## src/rtl/qnr_div_pkg.sv

```systemverilog
// Shared types and default widths for the pipelined signed-by-unsigned divider.
package qnr_div_pkg;

    typedef enum logic {
        TRUNC = 1'b0,
        ROUND = 1'b1
    } round_mode_e;

    localparam int unsigned DEF_Z_WIDTH = 16;
    localparam int unsigned DEF_D_WIDTH = 8;
    localparam int unsigned DEF_TAG_W   = 4;

    // Per-operation flags carried next to the tag: {round_mode, dividend_neg, dividend_nonzero}.
    localparam int unsigned SB_FLAGS = 3;

endpackage

```

## src/rtl/qnr_div_stage.sv

```systemverilog
// One restoring-division iteration: shifts one dividend bit into the partial remainder
// and one quotient bit into the accumulator, then registers everything on advance.
module qnr_div_stage
    import qnr_div_pkg::*;
#(
    parameter int unsigned ZW  = DEF_Z_WIDTH,
    parameter int unsigned DW  = DEF_D_WIDTH,
    parameter int unsigned SBW = DEF_TAG_W + SB_FLAGS
) (
    input  logic           clk_i,
    input  logic           rst_i,
    input  logic           adv_i,
    input  logic           valid_i,
    input  logic [DW:0]    rem_i,
    input  logic [ZW-1:0]  acc_i,
    input  logic [DW-1:0]  divisor_i,
    input  logic [SBW-1:0] sb_i,
    output logic           valid_o,
    output logic [DW:0]    rem_o,
    output logic [ZW-1:0]  acc_o,
    output logic [DW-1:0]  divisor_o,
    output logic [SBW-1:0] sb_o
);

    logic           fits;
    logic [DW:0]    trial;
    logic           valid_d, valid_q;
    logic [DW:0]    rem_d, rem_q;
    logic [ZW-1:0]  acc_d, acc_q;
    logic [DW-1:0]  divisor_d, divisor_q;
    logic [SBW-1:0] sb_d, sb_q;

    always_comb begin
        // acc holds untouched dividend bits at the top and finished quotient bits at the bottom.
        fits  = ({rem_i, acc_i[ZW-1]} >= {2'b00, divisor_i});
        trial = {rem_i[DW-1:0], acc_i[ZW-1]} - {1'b0, divisor_i};

        valid_d   = valid_q;
        rem_d     = rem_q;
        acc_d     = acc_q;
        divisor_d = divisor_q;
        sb_d      = sb_q;
        if (adv_i) begin
            valid_d   = valid_i;
            rem_d     = fits ? trial : {rem_i[DW-1:0], acc_i[ZW-1]};
            acc_d     = {acc_i[ZW-2:0], fits};
            divisor_d = divisor_i;
            sb_d      = sb_i;
        end
    end

    always_ff @(posedge clk_i) begin
        if (rst_i) begin
            valid_q <= 1'b0;
        end else begin
            valid_q <= valid_d;
        end
        rem_q     <= rem_d;
        acc_q     <= acc_d;
        divisor_q <= divisor_d;
        sb_q      <= sb_d;
    end

    assign valid_o   = valid_q;
    assign rem_o     = rem_q;
    assign acc_o     = acc_q;
    assign divisor_o = divisor_q;
    assign sb_o      = sb_q;

endmodule

```

## src/rtl/qnr_pipe_divider.sv

```systemverilog
// Fully pipelined signed/unsigned divider: magnitude input stage, Z_WIDTH restoring stages,
// and a rounding/sign-restore output stage, all advanced by one global stall signal.
module qnr_pipe_divider
    import qnr_div_pkg::*;
#(
    parameter int unsigned Z_WIDTH = DEF_Z_WIDTH,
    parameter int unsigned D_WIDTH = DEF_D_WIDTH,
    parameter int unsigned TAG_W   = DEF_TAG_W
) (
    input  logic               clk,
    input  logic               rst,
    input  logic               in_valid,
    output logic               in_ready,
    input  logic [Z_WIDTH-1:0] dividend,
    input  logic [D_WIDTH-1:0] divisor,
    input  logic               round_mode,
    input  logic [TAG_W-1:0]   in_tag,
    output logic               out_valid,
    input  logic               out_ready,
    output logic [Z_WIDTH-1:0] quotient,
    output logic [D_WIDTH-1:0] remainder,
    output logic               div_zero,
    output logic [TAG_W-1:0]   out_tag
);

    localparam int unsigned SBW = TAG_W + SB_FLAGS;
    localparam logic [Z_WIDTH-1:0] QMaxPos = {1'b0, {(Z_WIDTH-1){1'b1}}};
    localparam logic [Z_WIDTH-1:0] QMinNeg = {1'b1, {(Z_WIDTH-1){1'b0}}};

    logic adv;

    logic               in_neg;
    logic [Z_WIDTH-1:0] in_mag;
    logic               s0_valid_d, s0_valid_q;
    logic [Z_WIDTH-1:0] s0_acc_d, s0_acc_q;
    logic [D_WIDTH-1:0] s0_dvs_d, s0_dvs_q;
    logic [SBW-1:0]     s0_sb_d, s0_sb_q;

    // Index k is the input of restoring stage k; index Z_WIDTH feeds the output stage.
    logic [Z_WIDTH:0]              vld_c;
    logic [Z_WIDTH:0][D_WIDTH:0]   rem_c;
    logic [Z_WIDTH:0][Z_WIDTH-1:0] acc_c;
    logic [Z_WIDTH:0][D_WIDTH-1:0] dvs_c;
    logic [Z_WIDTH:0][SBW-1:0]     sb_c;

    logic               f_dz, f_neg, f_nz, f_rnd_up;
    logic [D_WIDTH+1:0] f_rem2;
    logic [Z_WIDTH-1:0] f_mag_r, f_q;
    logic               out_valid_d, out_valid_q;
    logic [Z_WIDTH-1:0] quotient_d, quotient_q;
    logic [D_WIDTH-1:0] remainder_d, remainder_q;
    logic               div_zero_d, div_zero_q;
    logic [TAG_W-1:0]   out_tag_d, out_tag_q;

    assign adv      = ~out_valid_q | out_ready;
    assign in_ready = adv;

    always_comb begin
        // -2^(Z_WIDTH-1) negates to itself, which read unsigned is the correct magnitude.
        in_neg = dividend[Z_WIDTH-1];
        in_mag = in_neg ? -dividend : dividend;

        s0_valid_d = s0_valid_q;
        s0_acc_d   = s0_acc_q;
        s0_dvs_d   = s0_dvs_q;
        s0_sb_d    = s0_sb_q;
        if (adv) begin
            s0_valid_d = in_valid;
            s0_acc_d   = in_mag;
            s0_dvs_d   = divisor;
            s0_sb_d    = {in_tag, round_mode, in_neg, |in_mag};
        end
    end

    always_ff @(posedge clk) begin
        if (rst) begin
            s0_valid_q <= 1'b0;
        end else begin
            s0_valid_q <= s0_valid_d;
        end
        s0_acc_q <= s0_acc_d;
        s0_dvs_q <= s0_dvs_d;
        s0_sb_q  <= s0_sb_d;
    end

    assign vld_c[0] = s0_valid_q;
    assign rem_c[0] = '0;
    assign acc_c[0] = s0_acc_q;
    assign dvs_c[0] = s0_dvs_q;
    assign sb_c[0]  = s0_sb_q;

    for (genvar k = 0; k < Z_WIDTH; k++) begin : g_stage
        qnr_div_stage #(
            .ZW  (Z_WIDTH),
            .DW  (D_WIDTH),
            .SBW (SBW)
        ) u_stage (
            .clk_i     (clk),
            .rst_i     (rst),
            .adv_i     (adv),
            .valid_i   (vld_c[k]),
            .rem_i     (rem_c[k]),
            .acc_i     (acc_c[k]),
            .divisor_i (dvs_c[k]),
            .sb_i      (sb_c[k]),
            .valid_o   (vld_c[k+1]),
            .rem_o     (rem_c[k+1]),
            .acc_o     (acc_c[k+1]),
            .divisor_o (dvs_c[k+1]),
            .sb_o      (sb_c[k+1])
        );
    end

    always_comb begin
        f_dz     = (dvs_c[Z_WIDTH] == '0);
        f_neg    = sb_c[Z_WIDTH][1];
        f_nz     = sb_c[Z_WIDTH][0];
        f_rem2   = {rem_c[Z_WIDTH], 1'b0};
        f_rnd_up = (round_mode_e'(sb_c[Z_WIDTH][2]) == ROUND) &&
                   (f_rem2 >= {2'b00, dvs_c[Z_WIDTH]});
        f_mag_r  = acc_c[Z_WIDTH] + {{(Z_WIDTH-1){1'b0}}, f_rnd_up};
        f_q      = f_neg ? -f_mag_r : f_mag_r;
        if (f_dz) begin
            f_q = !f_nz ? '0 : (f_neg ? QMinNeg : QMaxPos);
        end

        out_valid_d = out_valid_q;
        quotient_d  = quotient_q;
        remainder_d = remainder_q;
        div_zero_d  = div_zero_q;
        out_tag_d   = out_tag_q;
        if (adv) begin
            out_valid_d = vld_c[Z_WIDTH];
            quotient_d  = f_q;
            remainder_d = f_dz ? '0 : rem_c[Z_WIDTH][D_WIDTH-1:0];
            div_zero_d  = f_dz;
            out_tag_d   = sb_c[Z_WIDTH][SBW-1 -: TAG_W];
        end
    end

    always_ff @(posedge clk) begin
        if (rst) begin
            out_valid_q <= 1'b0;
            quotient_q  <= '0;
            remainder_q <= '0;
            div_zero_q  <= 1'b0;
            out_tag_q   <= '0;
        end else begin
            out_valid_q <= out_valid_d;
            quotient_q  <= quotient_d;
            remainder_q <= remainder_d;
            div_zero_q  <= div_zero_d;
            out_tag_q   <= out_tag_d;
        end
    end

    assign out_valid = out_valid_q;
    assign quotient  = quotient_q;
    assign remainder = remainder_q;
    assign div_zero  = div_zero_q;
    assign out_tag   = out_tag_q;

endmodule

```

## config.mk

```make
export PLATFORM = sky130hd
export DESIGN_NAME = qnr_pipe_divider
export DESIGN_NICKNAME = d
export VERILOG_FILES = /design/src/rtl/qnr_div_pkg.sv /design/src/rtl/qnr_div_stage.sv /design/src/rtl/qnr_pipe_divider.sv
export SDC_FILE = /design/constraint.sdc
export NUM_CORES = 1
export LEC_CHECK = 0
export ABC_AREA = 1
export BUFFER_PORTS_ARGS = -buffer_cell sky130_fd_sc_hd__buf_4
export CORE_MARGIN = 10
export CORE_UTILIZATION = 25
export DETAILED_ROUTE_END_ITERATION = 10
export HOLD_SLACK_MARGIN = 0.02
export PLACE_DENSITY_LB_ADDON = 0.25
export SKIP_LAST_GASP = 1
export SLEW_MARGIN = 20
export SYNTH_ARGS = -nofsm -noshare
export SYNTH_HDL_FRONTEND = slang
export SYNTH_SLANG_ARGS = --single-unit
export TNS_END_PERCENT = 5
```

## constraint.sdc

```tcl
create_clock -name clk -period 29.3 [get_ports clk]
set_input_delay 5.86 -clock clk [delete_from_list [all_inputs] [get_ports clk]]
set_output_delay 5.86 -clock clk [all_outputs]
set_load 0.1 [all_outputs]
```

==> run summary <==
Outcome = finished clean
FF-to-FF Start = out_valid$_SDFFE_PP0P_
Final setup vio count = 0
Multi-input gate area = 8040 um^2
Chip width = 368 um
Cell Area, Synth = 30300 um^2
Layout area overhead = 16.0%
CTS buffer count = 76
Rows = 127
Post-synthesis xor/xnor area fraction = 3.18%
DRT Pass-1 Iters = 5
Starting Density = 25.2%
Number of enable flip-flop cells after synthesis = 671
Antenna Violating Nets Remaining = 0
GRT Total Usage = 7.36%
Yosys cell types = 40
Hold Fails Final Rpt = 0
CTS tree = done
Vias = 16366
Total grt overflow = 0
CP Capture Type = output pin
Synth Instances = 2320
Worst Tran Pin Value = 0.955 ns
Proportion of synthesized area in mux cells = 0%
Setup tns final = 0 ns
First-pass GRT wire length = 84.1 mm
Post-cts sizing count = 0
#FFs+latches synth = 718
Skew-Pair Late Insertion Delay = 0.63 ns
CP required = 23.44 ns
Slew Viols, Final = 0
Worst slack at placement = 16.19 ns
Number of post-CTS setup repair buffers = 0
Asr flop ratio synth = 0%
Buf/Inv on CP = 4
Ratio of total power to cell area = 92.6 nW/um^2
Worst Hold Margin = 0.399 ns
Simple-Gate Fraction of Synth Area = 9.85%
Antenna violations before repair = 0
Drt total wl = 50.4 mm
Mean post-synth cell area = 13.1 um^2
Hpwl dp = 34.2 mm
Hold crit path type = register to register
Nets = 2619
Die H = 368 um
Vias in the first global route = 16532
Static Leak = 13.8 nW
CP top delay family = buffers and inverters
RSZ-0062 raised after global routing = no
Minimum clock period = 13.09 ns
Core area = 120000 um^2
Post-Synthesis Net Count = 2502
Largest net degree at the start of global routing = 157
Die ar. = 136000 um^2
Ant diodes = 0
CP arrival = 7.23 ns
Clk buf depth = 3
Register area = 21100 um^2
Largest stage delay on the critical path = 0.45 ns
CP max stage cell = inv_8
Worst path most repeated cell = buf_4
GPL Wtd Cong = 0.835
Clock Sinks = 718
Ys Warns = 0
CP Class = input pin to output pin
Fillers = 12262
Htree depth = 3
Worst path cell trace = buf_4, nor2_2, buf_4, inv_8, buf_4
Largest family of logic cells by synthesized area = simple AND/OR/NAND/NOR gates
Main synth FF type = edfxtp_1
CP startpoint kind = input pin
Final period util = 44.7%
Clock skew = 0.0395 ns
Setup WS post-layout = 16.21 ns
Sequential share of the synthesized area = 69.5%
CTS clk-pin slew, worst paths = 0.06 ns
WL/cell = 12.3 um
IO Count = 64
Crit path launch = out_ready
Synth Area in Adders = 6.52%
Critical path fanouts, max = 90
Share of cells above drive strength 1 = 10.9%
Hold wc startpoint = g_stage[11].u_stage.acc_o[6]$_DFFE_PP_
DR iter-0 viols = 835
Slew headroom = 36.2%
Worst IR drop on VDD = 0.0000506 V
DRC = 0
Hold_buf cts = 0
Root Buffer = clkbuf_16
Via/cell ratio = 3.98
Fin util = 29.3%
Post-synthesis compound-gate area fraction = 6.96%
Max Cap Violations = 0
Port bufs = 63
FMAX = 76.4 MHz
## cells in the final DEF, fill, tap and decap left out, types with 71 or more instances in the layout
cell,n
nor2_1,128
xnor2_1,74
o21ai_0,180
a21oi_1,105
buf_4,71
edfxtp_1,671
clkbuf_16,78
ha_1,134
nand2_1,346
inv_1,256
## where the power goes
part           total [W]  switching, W  internal [W]
sequential       0.00147     0.0000866       0.00138
clock           0.000952      0.000390      0.000562
combinational   0.000839      0.000519      0.000319
## metrics by stage
step           area (um^2)  instances  power [W]
5_1_grt              35200       4107    0.00349
2_1_floorplan        30300       2320    0.00215
6_report             35200       4107    0.00326
3_3_place_gp         32700       3971    0.00233
4_1_cts              35200       4107    0.00331
3_5_place_dp         32700       3971    0.00234
## synthesized netlist by cell type (17+ instances only)
master | instances | area share, %
edfxtp_1 | 671 | 66
nand2_1 | 346 | 4.3
inv_1 | 257 | 3.2
o21ai_0 | 180 | 3.0
ha_1 | 134 | 5.5
nor2_1 | 129 | 1.6
a21oi_1 | 105 | 1.7
xnor2_1 | 74 | 2.1
nand4_1 | 60 | 1.2
nand3_1 | 54 | 0.89
dfxtp_1 | 47 | 3.1
xor2_1 | 36 | 1.0
nor3_1 | 28 | 0.46
inv_2 | 19 | 0.24
o211ai_1 | 17 | 0.42
## worst paths after layout
check	slack [ns]	depth (start not counted)	end
hold / removal	0.40	0	g_stage[12].u_stage.acc_o[7]$_DFFE_PP_
setup / recovery	16.21	5	in_ready
setup reg to reg	25.15	7	g_stage[5].u_stage.rem_o[3]$_DFFE_PP_
hold reg to reg	0.40	0	g_stage[12].u_stage.acc_o[7]$_DFFE_PP_
## routing by layer
| metal | track usage (%) | share of wire, % | vias up |
|---|---|---|---|
| li1 | - | - | 8492 |
| met1 | 9.04 | 46 | 7523 |
| met2 | 12.2 | 47 | 227 |
| met3 | 1.85 | 4.1 | 124 |
| met4 | 3.04 | 3.5 | 0 |
| met5 | 0 | 0 | - |
## registers in the layout, summed over array words and instances, names as in the netlist
name                       flops
out_tag                        4
s0_acc_q                      16
g_stage.u_stage.sb_o         112
s0_sb_q                        7
out_valid                      1
remainder                      8
s0_dvs_q                       8
g_stage.u_stage.valid_o       16
div_zero                       1
g_stage.u_stage.rem_o        144
g_stage.u_stage.divisor_o    128
s0_valid_q                     1
quotient                      16
g_stage.u_stage.acc_o        256
## worst reg2reg max path, cell delays in order, from the launching register on
cell     delay [ns]
dfxtp_1        0.31
inv_1          0.06
nor2_2         0.04
buf_4          0.23
inv_8          0.46
buf_4          0.89
buf_4          0.79
buf_4          0.93
## cell families (layout without fill, tap and decap cells)
group                      after synthesis  count (layout)
buffers and inverters                  309             484
and+or+nand+nor                        670             670
adders and majority gates              149             149
xor gates and xnor gates               110             110
DFF                                    718             718
AOI/OAI and AO/OA                      364             364
## layout make-up
| cell class | count | area share (%) |
|---|---|---|
| Inverter | 276 | 2.96 |
| Clock inverter | 40 | 1.20 |
| Clock buffer | 96 | 5.77 |
| Timing Repair Buffer | 72 | 1.57 |
| Multi-Input combinational cell | 1293 | 22.8 |
| Sequential cell | 718 | 59.9 |
| Tap cell | 1612 | 5.73 |
No activity file was read; power rests on OpenSTA's default activity.
